--- config.mk ---
export PLATFORM = sky130hd
export DESIGN_NAME = alu_cmd_issue
export DESIGN_NICKNAME = d
export VERILOG_FILES = /design/src/rtl/alu_cmd_issue.sv
export SDC_FILE = /design/constraint.sdc
export NUM_CORES = 1
export LEC_CHECK = 0
export BUFFER_PORTS_ARGS = -buffer_cell sky130_fd_sc_hd__buf_2
export CORE_UTILIZATION = 40
export DETAILED_ROUTE_END_ITERATION = 12
export GPL_TIMING_DRIVEN = 1
export PLACE_DENSITY_LB_ADDON = 0.3
export SYNTH_ARGS = -nofsm -noshare
export SYNTH_HDL_FRONTEND = slang
export SYNTH_SLANG_ARGS = --single-unit
--- constraint.sdc ---
create_clock -name I_CLK -period 6.5 [get_ports I_CLK]
set_input_delay 1.3 -clock I_CLK [delete_from_list [all_inputs] [get_ports I_CLK]]
set_output_delay 1.3 -clock I_CLK [all_outputs]
set_load 0.01 [all_outputs]
--- src/rtl/alu_cmd_issue.sv ---
// ---------------------------------------------------------------------------
// alu_cmd_issue
//
// Purpose:
//   Buffers ALU commands in a small FIFO. The head entry drives an external
//   combinational ALU, and the ALU result is captured into an output register
//   with a valid/ready handshake. Commands issue in strict arrival order.
//   When the output register is free, throughput is one result per cycle.
//
// Ports:
//   I_CLK, I_RST_N        clock; asynchronous active-low reset
//   I_VLD / O_RDY         command handshake (O_RDY = FIFO not full)
//   I_OP, I_A, I_B, I_SH  command fields
//   O_ALU_OP/A/B/SH       FIFO head fields to the ALU (all zero when empty)
//   I_ALU_RSL             combinational result returned by the ALU
//   O_VLD / I_RDY         result handshake
//   O_RSL, O_OVF          registered result and signed-overflow flag
//   O_CNT                 FIFO occupancy
//
// Configuration:
//   ALU_OVF_CHECK_EN      When defined, O_OVF is registered on issue for
//                         ADD (000) and SUB (110). When undefined, O_OVF
//                         is tied to 0.
// ---------------------------------------------------------------------------
module alu_cmd_issue #(
    parameter int DATA_ALU = 32,
    parameter int OP_SZ    = 3,
    parameter int SH_SZ    = 5,
    parameter int DEPTH    = 4
) (
    input  logic                      I_CLK,
    input  logic                      I_RST_N,
    input  logic                      I_VLD,
    output logic                      O_RDY,
    input  logic [OP_SZ-1:0]          I_OP,
    input  logic [DATA_ALU-1:0]       I_A,
    input  logic [DATA_ALU-1:0]       I_B,
    input  logic [SH_SZ-1:0]          I_SH,
    output logic [OP_SZ-1:0]          O_ALU_OP,
    output logic [DATA_ALU-1:0]       O_ALU_A,
    output logic [DATA_ALU-1:0]       O_ALU_B,
    output logic [SH_SZ-1:0]          O_ALU_SH,
    input  logic [DATA_ALU-1:0]       I_ALU_RSL,
    output logic                      O_VLD,
    input  logic                      I_RDY,
    output logic [DATA_ALU-1:0]       O_RSL,
    output logic                      O_OVF,
    output logic [$clog2(DEPTH):0]    O_CNT
);

    localparam int AW = $clog2(DEPTH);
    localparam int CW = AW + 1;
    localparam logic [CW-1:0] PTR_ONE = {{AW{1'b0}}, 1'b1};

    // Command storage. The pointers are one bit wider than the address.
    logic [OP_SZ-1:0]    op_mem_q [DEPTH];
    logic [DATA_ALU-1:0] a_mem_q  [DEPTH];
    logic [DATA_ALU-1:0] b_mem_q  [DEPTH];
    logic [SH_SZ-1:0]    sh_mem_q [DEPTH];

    logic [CW-1:0]       wr_ptr_q, wr_ptr_d;
    logic [CW-1:0]       rd_ptr_q, rd_ptr_d;
    logic [CW-1:0]       cnt_q, cnt_d;
    logic                rdy_q, rdy_d;
    logic                vld_q, vld_d;
    logic [DATA_ALU-1:0] rsl_q, rsl_d;

    logic                full_s;
    logic                empty_s;
    logic                push_s;
    logic                pop_s;

    // FIFO status decoded from the current pointers.
    always_comb begin
        full_s  = (wr_ptr_q[AW-1:0] == rd_ptr_q[AW-1:0]) && (wr_ptr_q[AW] != rd_ptr_q[AW]);
        empty_s = (wr_ptr_q == rd_ptr_q);
    end

    // Handshake decode. A push is allowed only when not full, with no
    // bypass. A pop happens only when the output register is free or
    // is being drained in this cycle.
    always_comb begin
        push_s = I_VLD && rdy_q;
        pop_s  = !empty_s && (!vld_q || I_RDY);
    end

    // Drive the ALU from the head entry, and force zeros when the FIFO
    // is empty.
    always_comb begin
        if (empty_s) begin
            O_ALU_OP = {OP_SZ{1'b0}};
            O_ALU_A  = {DATA_ALU{1'b0}};
            O_ALU_B  = {DATA_ALU{1'b0}};
            O_ALU_SH = {SH_SZ{1'b0}};
        end else begin
            O_ALU_OP = op_mem_q[rd_ptr_q[AW-1:0]];
            O_ALU_A  = a_mem_q[rd_ptr_q[AW-1:0]];
            O_ALU_B  = b_mem_q[rd_ptr_q[AW-1:0]];
            O_ALU_SH = sh_mem_q[rd_ptr_q[AW-1:0]];
        end
    end

    // Next state for the pointers and the occupancy count.
    always_comb begin
        if (push_s) begin
            wr_ptr_d = wr_ptr_q + PTR_ONE;
        end else begin
            wr_ptr_d = wr_ptr_q;
        end
        if (pop_s) begin
            rd_ptr_d = rd_ptr_q + PTR_ONE;
        end else begin
            rd_ptr_d = rd_ptr_q;
        end
        case ({push_s, pop_s})
            2'b10:   cnt_d = cnt_q + PTR_ONE;
            2'b01:   cnt_d = cnt_q - PTR_ONE;
            default: cnt_d = cnt_q;
        endcase
        // O_RDY is registered as "not full" on the next pointers, so it
        // always matches the pointer-based full condition.
        rdy_d = !((wr_ptr_d[AW-1:0] == rd_ptr_d[AW-1:0]) && (wr_ptr_d[AW] != rd_ptr_d[AW]));
    end

    // Next state for the output register. An issue reloads the register.
    // A consume with no issue clears the valid bit. Otherwise the
    // register holds.
    always_comb begin
        if (pop_s) begin
            vld_d = 1'b1;
            rsl_d = I_ALU_RSL;
        end else if (I_RDY) begin
            vld_d = 1'b0;
            rsl_d = rsl_q;
        end else begin
            vld_d = vld_q;
            rsl_d = rsl_q;
        end
    end

    // Command storage write port.
    always_ff @(posedge I_CLK or negedge I_RST_N) begin
        if (!I_RST_N) begin
            for (int i = 0; i < DEPTH; i++) begin
                op_mem_q[i] <= {OP_SZ{1'b0}};
                a_mem_q[i]  <= {DATA_ALU{1'b0}};
                b_mem_q[i]  <= {DATA_ALU{1'b0}};
                sh_mem_q[i] <= {SH_SZ{1'b0}};
            end
        end else if (push_s) begin
            op_mem_q[wr_ptr_q[AW-1:0]] <= I_OP;
            a_mem_q[wr_ptr_q[AW-1:0]]  <= I_A;
            b_mem_q[wr_ptr_q[AW-1:0]]  <= I_B;
            sh_mem_q[wr_ptr_q[AW-1:0]] <= I_SH;
        end
    end

    // Control and result state registers.
    always_ff @(posedge I_CLK or negedge I_RST_N) begin
        if (!I_RST_N) begin
            wr_ptr_q <= {CW{1'b0}};
            rd_ptr_q <= {CW{1'b0}};
            cnt_q    <= {CW{1'b0}};
            rdy_q    <= 1'b1;
            vld_q    <= 1'b0;
            rsl_q    <= {DATA_ALU{1'b0}};
        end else begin
            wr_ptr_q <= wr_ptr_d;
            rd_ptr_q <= rd_ptr_d;
            cnt_q    <= cnt_d;
            rdy_q    <= rdy_d;
            vld_q    <= vld_d;
            rsl_q    <= rsl_d;
        end
    end

    assign O_RDY = rdy_q;
    assign O_VLD = vld_q;
    assign O_RSL = rsl_q;
    assign O_CNT = cnt_q;

`ifdef ALU_OVF_CHECK_EN
    localparam logic [OP_SZ-1:0] OP_ADD = OP_SZ'(0);
    localparam logic [OP_SZ-1:0] OP_SUB = OP_SZ'(6);

    logic ovf_q, ovf_d;

    // Signed overflow, computed from the sign bits of the operands and
    // of the result.
    function automatic logic ovf_calc(input logic [OP_SZ-1:0] op,
                                      input logic a_s, input logic b_s,
                                      input logic r_s);
        logic res;
        case (op)
            OP_ADD:  res = (a_s == b_s) && (r_s != a_s);
            OP_SUB:  res = (a_s != b_s) && (r_s != a_s);
            default: res = 1'b0;
        endcase
        return res;
    endfunction

    // Overflow next state. It is captured alongside the result on issue.
    always_comb begin
        if (pop_s) begin
            ovf_d = ovf_calc(O_ALU_OP, O_ALU_A[DATA_ALU-1], O_ALU_B[DATA_ALU-1],
                             I_ALU_RSL[DATA_ALU-1]);
        end else begin
            ovf_d = ovf_q;
        end
    end

    // Overflow flag register.
    always_ff @(posedge I_CLK or negedge I_RST_N) begin
        if (!I_RST_N) begin
            ovf_q <= 1'b0;
        end else begin
            ovf_q <= ovf_d;
        end
    end

    assign O_OVF = ovf_q;
`else
    assign O_OVF = 1'b0;
`endif

endmodule
==> flow_summary.html, run 1 <==
<table>
<tr><th>Metric</th><th>Value</th></tr>
<tr><th colspan="2">Setup path</th></tr>
<tr><td>Buffers plus inverters on the worst setup path</td><td>2</td></tr>
<tr><td>Nature of the critical path startpoint</td><td>register</td></tr>
<tr><td>R2r endpoint</td><td>O_VLD$_DFFE_PN0P_</td></tr>
<tr><td>CP required</td><td>5200 ps</td></tr>
<tr><td>Chain of cells forming the critical path</td><td>xnor2_2, and3_2, buf_4, nor2b_1, buf_2</td></tr>
<tr><td>Standard cell with the maximum stage delay on the critical path</td><td>and3_2</td></tr>
<tr><td>Worst-case reg-to-reg path depth</td><td>3</td></tr>
<tr><td>Crit-path max cell delay</td><td>1070 ps</td></tr>
<tr><td>Flop-to-flop setup slack</td><td>3960 ps</td></tr>
<tr><td>Arrival time of the worst setup path</td><td>3410 ps</td></tr>
<tr><td>Capturing element type of the critical path</td><td>output pin</td></tr>
<tr><td>Reg2Reg Launch Point</td><td>rd_ptr_q[0]$_DFF_PN0_</td></tr>
<tr><td>Category of the critical setup timing path</td><td>register to output pin</td></tr>
<tr><td>Largest delay share family, worst path</td><td>simple AND/OR/NAND/NOR gates</td></tr>
<tr><td>Maximum fanout encountered on the critical timing path</td><td>50</td></tr>
<tr><th colspan="2">Route</th></tr>
<tr><td>Violation count after the first detailed-routing iteration</td><td>239</td></tr>
<tr><td>Mean routed wirelength per cell</td><td>19.3 um</td></tr>
<tr><td>Drt total wl</td><td>30800 um</td></tr>
<tr><td>Average vias per placed instance</td><td>5.17</td></tr>
<tr><td>Remaining DRCs</td><td>0</td></tr>
<tr><td>Post-route ant nets</td><td>0</td></tr>
<tr><td>Number of detailed-routing iterations run before antenna repair</td><td>4</td></tr>
<tr><td>Number of vias after detailed routing</td><td>8268</td></tr>
<tr><th colspan="2">STA</th></tr>
<tr><td>Worst Tran Pin Value</td><td>1240 ps</td></tr>
<tr><td>Relative max-transition margin</td><td>0.175</td></tr>
<tr><td>Number of pins exceeding their max-slew limit in the final report</td><td>0</td></tr>
<tr><td>Hold Vio Cnt, Final</td><td>0</td></tr>
<tr><td>Total setup violations reported at the end of the flow</td><td>0</td></tr>
<tr><td>Clock skew</td><td>12.1 ps</td></tr>
<tr><td>Minimum clock period</td><td>4710 ps</td></tr>
<tr><td>Highest Clock Rate</td><td>212 MHz</td></tr>
<tr><td>Setup repair after global routing missed its margin</td><td>false</td></tr>
<tr><td>Final-layout worst hold slack</td><td>464 ps</td></tr>
<tr><td>Setup tns final</td><td>0 ps</td></tr>
<tr><td>Tcrit/Tclk final</td><td>0.724</td></tr>
<tr><th colspan="2">Global route</th></tr>
<tr><td>Global-route total usage across every layer</td><td>0.170</td></tr>
<tr><td>Vias in the first global route</td><td>9212</td></tr>
<tr><td>Global-route congestion overflow total</td><td>0</td></tr>
<tr><td>Wire length of the first global-routing pass</td><td>50400 um</td></tr>
<tr><td>Pin count of the biggest net entering global routing</td><td>155</td></tr>
<tr><td>Initial antenna violation count</td><td>5</td></tr>
<tr><th colspan="2">Synth</th></tr>
<tr><td>Synth Net Count</td><td>1019</td></tr>
<tr><td>Cell count after synthesis</td><td>904</td></tr>
<tr><td>Avg Cell Area, Syn</td><td>16.3 um^2</td></tr>
<tr><td>Yosys Warn Count</td><td>0</td></tr>
<tr><td>Cell area after technology mapping</td><td>0.0147 mm^2</td></tr>
<tr><td>Part of the Yosys area used for sequential elements</td><td>0.564</td></tr>
<tr><td>Number of enable-type register cells in the synthesized netlist</td><td>0</td></tr>
<tr><td>Synthesized flop and latch total</td><td>331</td></tr>
<tr><td>Most frequently used flop master after synthesis</td><td>dfrtp_1</td></tr>
<tr><td>Synth async-reset ratio</td><td>1.00</td></tr>
<tr><td>Number of distinct library cells after synthesis</td><td>30</td></tr>
<tr><th colspan="2">Clock tree</th></tr>
<tr><td>Setup fix buffers added after clock tree synthesis</td><td>0</td></tr>
<tr><td>Clock transition at the registers of the reported paths</td><td>60 ps</td></tr>
<tr><td>Clock H-tree levels</td><td>2</td></tr>
<tr><td>Number of buffers inserted during clock tree synthesis</td><td>39</td></tr>
<tr><td>Sinks on Clock Net</td><td>331</td></tr>
<tr><td>CTS tree</td><td>built</td></tr>
<tr><td>Clk buf depth</td><td>3</td></tr>
<tr><td>Count of instances resized after the clock tree is built</td><td>0</td></tr>
<tr><td>Clock latency on the worst-skew pair</td><td>540 ps</td></tr>
<tr><td>CTS Root Buffer Type</td><td>clkbuf_16</td></tr>
<tr><td>Hold-fix buffers, CTS</td><td>0</td></tr>
<tr><th colspan="2">Final layout</th></tr>
<tr><td>Most frequent standard cell in the layout excluding fill and tap cells</td><td>dfrtp_1</td></tr>
<tr><td>Total area of multi-input combinational cells</td><td>0.00612 mm^2</td></tr>
<tr><td>Filler cells</td><td>3144</td></tr>
<tr><td>Relative area change from synthesis to final layout</td><td>18.3%</td></tr>
<tr><td>Footprint of the flip-flops and latches</td><td>0.00829 mm^2</td></tr>
<tr><td>Commonest cells after routing, fill and taps aside</td><td>dfrtp_1, mux2_2, buf_2</td></tr>
<tr><td>NumNets Final</td><td>1228</td></tr>
<tr><td>Fraction of final layout cells sized beyond drive strength 1</td><td>0.604</td></tr>
<tr><th colspan="2">Floorplanning</th></tr>
<tr><td>Die span in y</td><td>194 um</td></tr>
<tr><td>Number of top-level pins</td><td>218</td></tr>
<tr><td>Initial Util</td><td>0.410</td></tr>
<tr><td>Count of standard-cell rows</td><td>69</td></tr>
<tr><td>Core region area</td><td>0.0358 mm^2</td></tr>
<tr><td>Die outline width</td><td>194 um</td></tr>
<tr><td>Die area</td><td>0.0375 mm^2</td></tr>
<tr><th colspan="2">Min path</th></tr>
<tr><td>Hold Path Origin</td><td>O_CNT[2]$_DFFE_PN0P_</td></tr>
<tr><td>Number of cells on the worst hold path</td><td>1</td></tr>
<tr><td>Worst Hold Endpoint</td><td>O_CNT[2]$_DFFE_PN0P_</td></tr>
<tr><td>Path category of the worst min-delay check</td><td>register to register</td></tr>
<tr><th colspan="2">Pwr</th></tr>
<tr><td>Power density over the cells</td><td>590 mW/mm^2</td></tr>
<tr><td>Static leakage power</td><td>7.64 nW</td></tr>
<tr><td>Worst vdd ir</td><td>0.292 mV</td></tr>
<tr><th colspan="2">Placement</th></tr>
<tr><td>I/O Buffers</td><td>216</td></tr>
<tr><td>Half-perimeter wire length after detailed placement</td><td>18200 um</td></tr>
<tr><td>Final weighted congestion in routability-driven placement</td><td>0.693</td></tr>
<tr><th colspan="2">Job</th></tr>
<tr><td>Max capacitance violation total</td><td>0</td></tr>
<tr><th colspan="2">Status</th></tr>
<tr><td>Run status</td><td>completed</td></tr>
</table>
## cells by family after synthesis
kind of cell | after synthesis | share of synthesized area
and+or+nand+nor | 88 | 0.0365
adders and majority gates | 7 | 0.00647
muxes | 394 | 0.357
xor gates and xnor gates | 14 | 0.00936
AOI/OAI and AO/OA | 6 | 0.00357
buffers and inverters | 63 | 0.0234
other | 1 | 0.000255
DFF | 331 | 0.564
## final cells by class
type,count,share of cell area
Antenna cell,4,0.000575
Clock buffer,51,0.0616
Clock inverter,12,0.00719
Inverter,5,0.00108
Multi-Input combinational cell,510,0.352
Sequential cell,331,0.477
Tap cell,461,0.0332
Timing Repair Buffer,226,0.0678
## sequential cells by signal, indices dropped and copies added, names as in the netlist
signal and count:
O_CNT 3, a_mem_q 128, O_VLD 1, sh_mem_q 20
wr_ptr_q 3, op_mem_q 12, O_RSL 32, O_RDY 1
rd_ptr_q 3, b_mem_q 128
## metrics by stage
| stage | cell area [um^2] | cells | setup WS, ps | utilization | power (mW) |
|---|---|---|---|---|---|
| after floorplan | 14700 | 904 | 3630 | - | 6.90 |
| after global placement | 16200 | 1533 | 2260 | 0.452 | 8.21 |
| after detailed placement | 16200 | 1533 | 2240 | 0.452 | 8.30 |
| after CTS | 17400 | 1596 | 1640 | 0.485 | 10.4 |
| after global routing | 17400 | 1596 | 1500 | 0.485 | 11.0 |
| final | 17400 | 1600 | 1790 | 0.486 | 10.3 |
## synthesized netlist by cell type (2+ instances only)
cell,number,area [um^2]
mux4_2,72,1620
buf_4,8,60.1
a21oi_1,3,15.0
mux2_2,320,3600
nor2b_1,73,457
buf_6,3,33.8
buf_2,44,220
clkbuf_1,3,11.3
xnor2_2,2,32.5
ha_1,6,75.1
nand3_1,4,20.0
inv_1,5,18.8
xor2_1,4,35.0
nand2_1,3,11.3
dfrtp_1,330,8260
nor2_1,3,11.3
xnor2_1,8,70.1
## how the worst max path moves through the flow
stage / from / endpoint / slack (ps) / cells past startpoint
final: rd_ptr_q[0]$_DFF_PN0_ / O_ALU_A[3] / 1790 / 5
after global placement: rd_ptr_q[0]$_DFF_PN0_ / O_ALU_A[3] / 2260 / 5
after floorplan: I_RDY / O_CNT[2]$_DFFE_PN0P_ / 3630 / 9
after detailed placement: rd_ptr_q[0]$_DFF_PN0_ / O_ALU_B[21] / 2240 / 5
after global routing: rd_ptr_q[0]$_DFF_PN0_ / O_ALU_B[21] / 1500 / 5
after CTS: rd_ptr_q[0]$_DFF_PN0_ / O_ALU_B[21] / 1640 / 5
## metal layers
layer,GRT usage,up-vias,wire [um]
li1,-,3721,-
met1,0.213,4326,13200
met2,0.288,169,15100
met3,0.0473,50,1900
met4,0.0513,2,637
met5,0,-,13
## worst register-to-register path: stages (launching register included)
cell     delay [ps]
dfrtp_4         720
xnor2_2         430
and3_2         1070
nand2_1         140
## report_power, final
part / switching, mW / total, mW / internal (mW) / leakage [nW]
clock network: 0.831 / 2.07 / 1.23 / 0.595
registers: 0.598 / 3.73 / 3.13 / 3.91
logic: 1.92 / 4.46 / 2.54 / 3.14
No activity file was read; power rests on OpenSTA's default activity.
==> run 2: changes to the inputs <==
Clock period 6.5 ns to 4.8 ns, I/O delays scaled along.
==> run 2 against run 1 <==
Register-to-register slack got worse by 1700 ps. Flip-flop and latch count is the same. Via count grew 0.22%. Setup slack worse by 850 ps. Die area did not move. Sequential share of layout area fell by 0.81 points. Final cell count is 0.69% higher. Worst hold slack improved by 17 ps. Critical path type unchanged.
==> flow_summary.html, run 2 (synthesis gave the netlist of run 1 again) <==
<table>
<tr><th>Metric</th><th>Value</th></tr>
<tr><th colspan="2">Status</th></tr>
<tr><td>Run status</td><td>completed</td></tr>
<tr><th colspan="2">Clock tree</th></tr>
<tr><td>Clock transition at the registers of the reported paths</td><td>60 ps</td></tr>
<tr><td>Setup fix buffers added after clock tree synthesis</td><td>0</td></tr>
<tr><td>Count of instances resized after the clock tree is built</td><td>0</td></tr>
<tr><td>Clk buf depth</td><td>3</td></tr>
<tr><td>CTS Root Buffer Type</td><td>clkbuf_16</td></tr>
<tr><td>Clock H-tree levels</td><td>2</td></tr>
<tr><td>Hold-fix buffers, CTS</td><td>0</td></tr>
<tr><td>CTS tree</td><td>built</td></tr>
<tr><td>Clock latency on the worst-skew pair</td><td>530 ps</td></tr>
<tr><td>Sinks on Clock Net</td><td>331</td></tr>
<tr><td>Number of buffers inserted during clock tree synthesis</td><td>38</td></tr>
<tr><th colspan="2">Placement</th></tr>
<tr><td>Worst setup timing slack at the placement stage</td><td>1430 ps</td></tr>
<tr><td>Final weighted congestion in routability-driven placement</td><td>0.709</td></tr>
<tr><td>I/O Buffers</td><td>216</td></tr>
<tr><td>Half-perimeter wire length after detailed placement</td><td>19000 um</td></tr>
<tr><td>Total placed cells including tap cells</td><td>1541</td></tr>
<tr><td>Cell area after placement</td><td>0.0163 mm^2</td></tr>
<tr><th colspan="2">Route</th></tr>
<tr><td>Number of vias after detailed routing</td><td>8286</td></tr>
<tr><td>Number of detailed-routing iterations run before antenna repair</td><td>4</td></tr>
<tr><td>Mean routed wirelength per cell</td><td>19.3 um</td></tr>
<tr><td>Post-route ant nets</td><td>0</td></tr>
<tr><td>Drt total wl</td><td>31100 um</td></tr>
<tr><td>Violation count after the first detailed-routing iteration</td><td>199</td></tr>
<tr><td>Average vias per placed instance</td><td>5.14</td></tr>
<tr><td>Remaining DRCs</td><td>0</td></tr>
<tr><th colspan="2">Floorplanning</th></tr>
<tr><td>Initial Util</td><td>0.410</td></tr>
<tr><td>Count of standard-cell rows</td><td>69</td></tr>
<tr><td>Number of top-level pins</td><td>218</td></tr>
<tr><td>Die area</td><td>0.0375 mm^2</td></tr>
<tr><td>Core region area</td><td>0.0358 mm^2</td></tr>
<tr><td>Die span in y</td><td>194 um</td></tr>
<tr><td>Die outline width</td><td>194 um</td></tr>
<tr><th colspan="2">Pwr</th></tr>
<tr><td>Proportion of power drawn by the clock network</td><td>0.223</td></tr>
<tr><td>Static leakage power</td><td>7.80 nW</td></tr>
<tr><td>Net switching component of the power</td><td>4.56 mW</td></tr>
<tr><td>Switching Fraction</td><td>0.317</td></tr>
<tr><td>Combinational fraction of design power</td><td>0.427</td></tr>
<tr><td>Power density over the cells</td><td>811 mW/mm^2</td></tr>
<tr><td>Sequential share of power</td><td>0.350</td></tr>
<tr><td>Worst vdd ir</td><td>0.472 mV</td></tr>
<tr><td>Power, Total</td><td>14.4 mW</td></tr>
<tr><td>Internal Dissipation</td><td>9.80 mW</td></tr>
<tr><th colspan="2">STA</th></tr>
<tr><td>Tcrit/Tclk final</td><td>0.804</td></tr>
<tr><td>Hold Vio Cnt, Final</td><td>0</td></tr>
<tr><td>Minimum clock period</td><td>3860 ps</td></tr>
<tr><td>Setup tns final</td><td>0 ps</td></tr>
<tr><td>Final-layout worst hold slack</td><td>481 ps</td></tr>
<tr><td>Relative max-transition margin</td><td>0.330</td></tr>
<tr><td>Number of pins exceeding their max-slew limit in the final report</td><td>0</td></tr>
<tr><td>Highest Clock Rate</td><td>259 MHz</td></tr>
<tr><td>Clock skew</td><td>7.29 ps</td></tr>
<tr><td>Crit path setup slack, layout</td><td>941 ps</td></tr>
<tr><td>Total setup violations reported at the end of the flow</td><td>0</td></tr>
<tr><td>Worst Tran Pin Value</td><td>1000 ps</td></tr>
<tr><td>Setup repair after global routing missed its margin</td><td>false</td></tr>
<tr><th colspan="2">Global route</th></tr>
<tr><td>Initial antenna violation count</td><td>3</td></tr>
<tr><td>Global-route congestion overflow total</td><td>0</td></tr>
<tr><td>Pin count of the biggest net entering global routing</td><td>126</td></tr>
<tr><td>Vias in the first global route</td><td>9041</td></tr>
<tr><td>Wire length of the first global-routing pass</td><td>50800 um</td></tr>
<tr><td>Global-route total usage across every layer</td><td>0.173</td></tr>
<tr><th colspan="2">Setup path</th></tr>
<tr><td>Largest delay share family, worst path</td><td>flip-flops</td></tr>
<tr><td>Capturing element type of the critical path</td><td>output pin</td></tr>
<tr><td>Category of the critical setup timing path</td><td>register to output pin</td></tr>
<tr><td>Nature of the critical path startpoint</td><td>register</td></tr>
<tr><td>Arrival time of the worst setup path</td><td>2900 ps</td></tr>
<tr><td>Worst setup startpoint</td><td>rd_ptr_q[1]$_DFF_PN0_</td></tr>
<tr><td>Chain of cells forming the critical path</td><td>xnor2_1, and3_2, buf_4, nor2b_1, buf_2</td></tr>
<tr><td>CP required</td><td>3840 ps</td></tr>
<tr><td>Buffers plus inverters on the worst setup path</td><td>2</td></tr>
<tr><td>Standard cell with the maximum stage delay on the critical path</td><td>dfrtp_4</td></tr>
<tr><td>Crit-path max cell delay</td><td>680 ps</td></tr>
<tr><td>Reg2Reg Launch Point</td><td>wr_ptr_q[0]$_DFF_PN0_</td></tr>
<tr><td>Maximum fanout encountered on the critical timing path</td><td>31</td></tr>
<tr><th colspan="2">Final layout</th></tr>
<tr><td>Commonest cells after routing, fill and taps aside</td><td>dfrtp_1, mux2_2, buf_2</td></tr>
<tr><td>Relative area change from synthesis to final layout</td><td>20.4%</td></tr>
<tr><td>Cell area after layout</td><td>0.0177 mm^2</td></tr>
<tr><td>Fraction of final layout cells sized beyond drive strength 1</td><td>0.613</td></tr>
<tr><td>Most frequent standard cell in the layout excluding fill and tap cells</td><td>dfrtp_1</td></tr>
<tr><td>Non-filler instance count after layout</td><td>1611</td></tr>
<tr><td>Final core occ</td><td>0.494</td></tr>
<tr><td>NumNets Final</td><td>1235</td></tr>
<tr><th colspan="2">Min path</th></tr>
<tr><td>Path category of the worst min-delay check</td><td>register to register</td></tr>
<tr><td>Hold Path Origin</td><td>O_RSL[24]$_DFFE_PN0N_</td></tr>
<tr><th colspan="2">Job</th></tr>
<tr><td>Max capacitance violation total</td><td>0</td></tr>
</table>
## run 2: changes by cell type in the layout (fill, tap and decap cells not counted), sizes merged
cell	delta
diode	-2
bufinv	+5
buf	+8
clkinv	+1
inv	-4
clkbuf	+3
## run 2: routing by layer
metal / GRT usage / share of wire
met5: 0 / 0
met4: 0.0462 / 0.015
met3: 0.0416 / 0.051
met2: 0.287 / 0.49
met1: 0.227 / 0.44
## run 2: path summary, 6_finish.rpt
| check | endpoint | slack [ps] | cells past startpoint |
|---|---|---|---|
| max in group asynchronous | O_RDY$_DFF_PN1_ | 3160 | 2 |
| hold reg to reg | O_RSL[24]$_DFFE_PN0N_ | 480 | 1 |
| setup reg to reg | a_mem_q[100]$_DFFE_PN0P_ | 2260 | 5 |
| min in group asynchronous | b_mem_q[10]$_DFFE_PN0P_ | 510 | 1 |
| setup / recovery | O_ALU_B[14] | 940 | 5 |
| hold / removal | O_RSL[24]$_DFFE_PN0N_ | 480 | 1 |
## run 2: power groups by stage
stage / logic (mW) / clock network [mW] / registers [mW]
finish: 6.12 / 3.21 / 5.02
global route: 6.67 / 3.42 / 5.21
CTS: 6.25 / 3.30 / 5.04
detailed placement: 6.22 / 0 / 5.07
global placement: 6.13 / 0 / 5.02
floorplan: 4.51 / 0 / 4.82
## run 2: worst register-to-register path, cell delays in order, from the launching register on
cell	delay, ps
dfrtp_1	490
inv_1	110
ha_1	240
nand3_4	480
buf_4	680
mux2_2	430
## run 2: final cells by class
cell class / instances / area (um^2)
Sequential cell: 331 / 8290
Multi-Input combinational cell: 510 / 6120
Antenna cell: 2 / 5.00
Tap cell: 461 / 577
Fill cell: 3126 / 18100
Clock inverter: 14 / 245
Inverter: 5 / 18.8
Timing Repair Buffer: 234 / 1250
Clock buffer: 54 / 1180
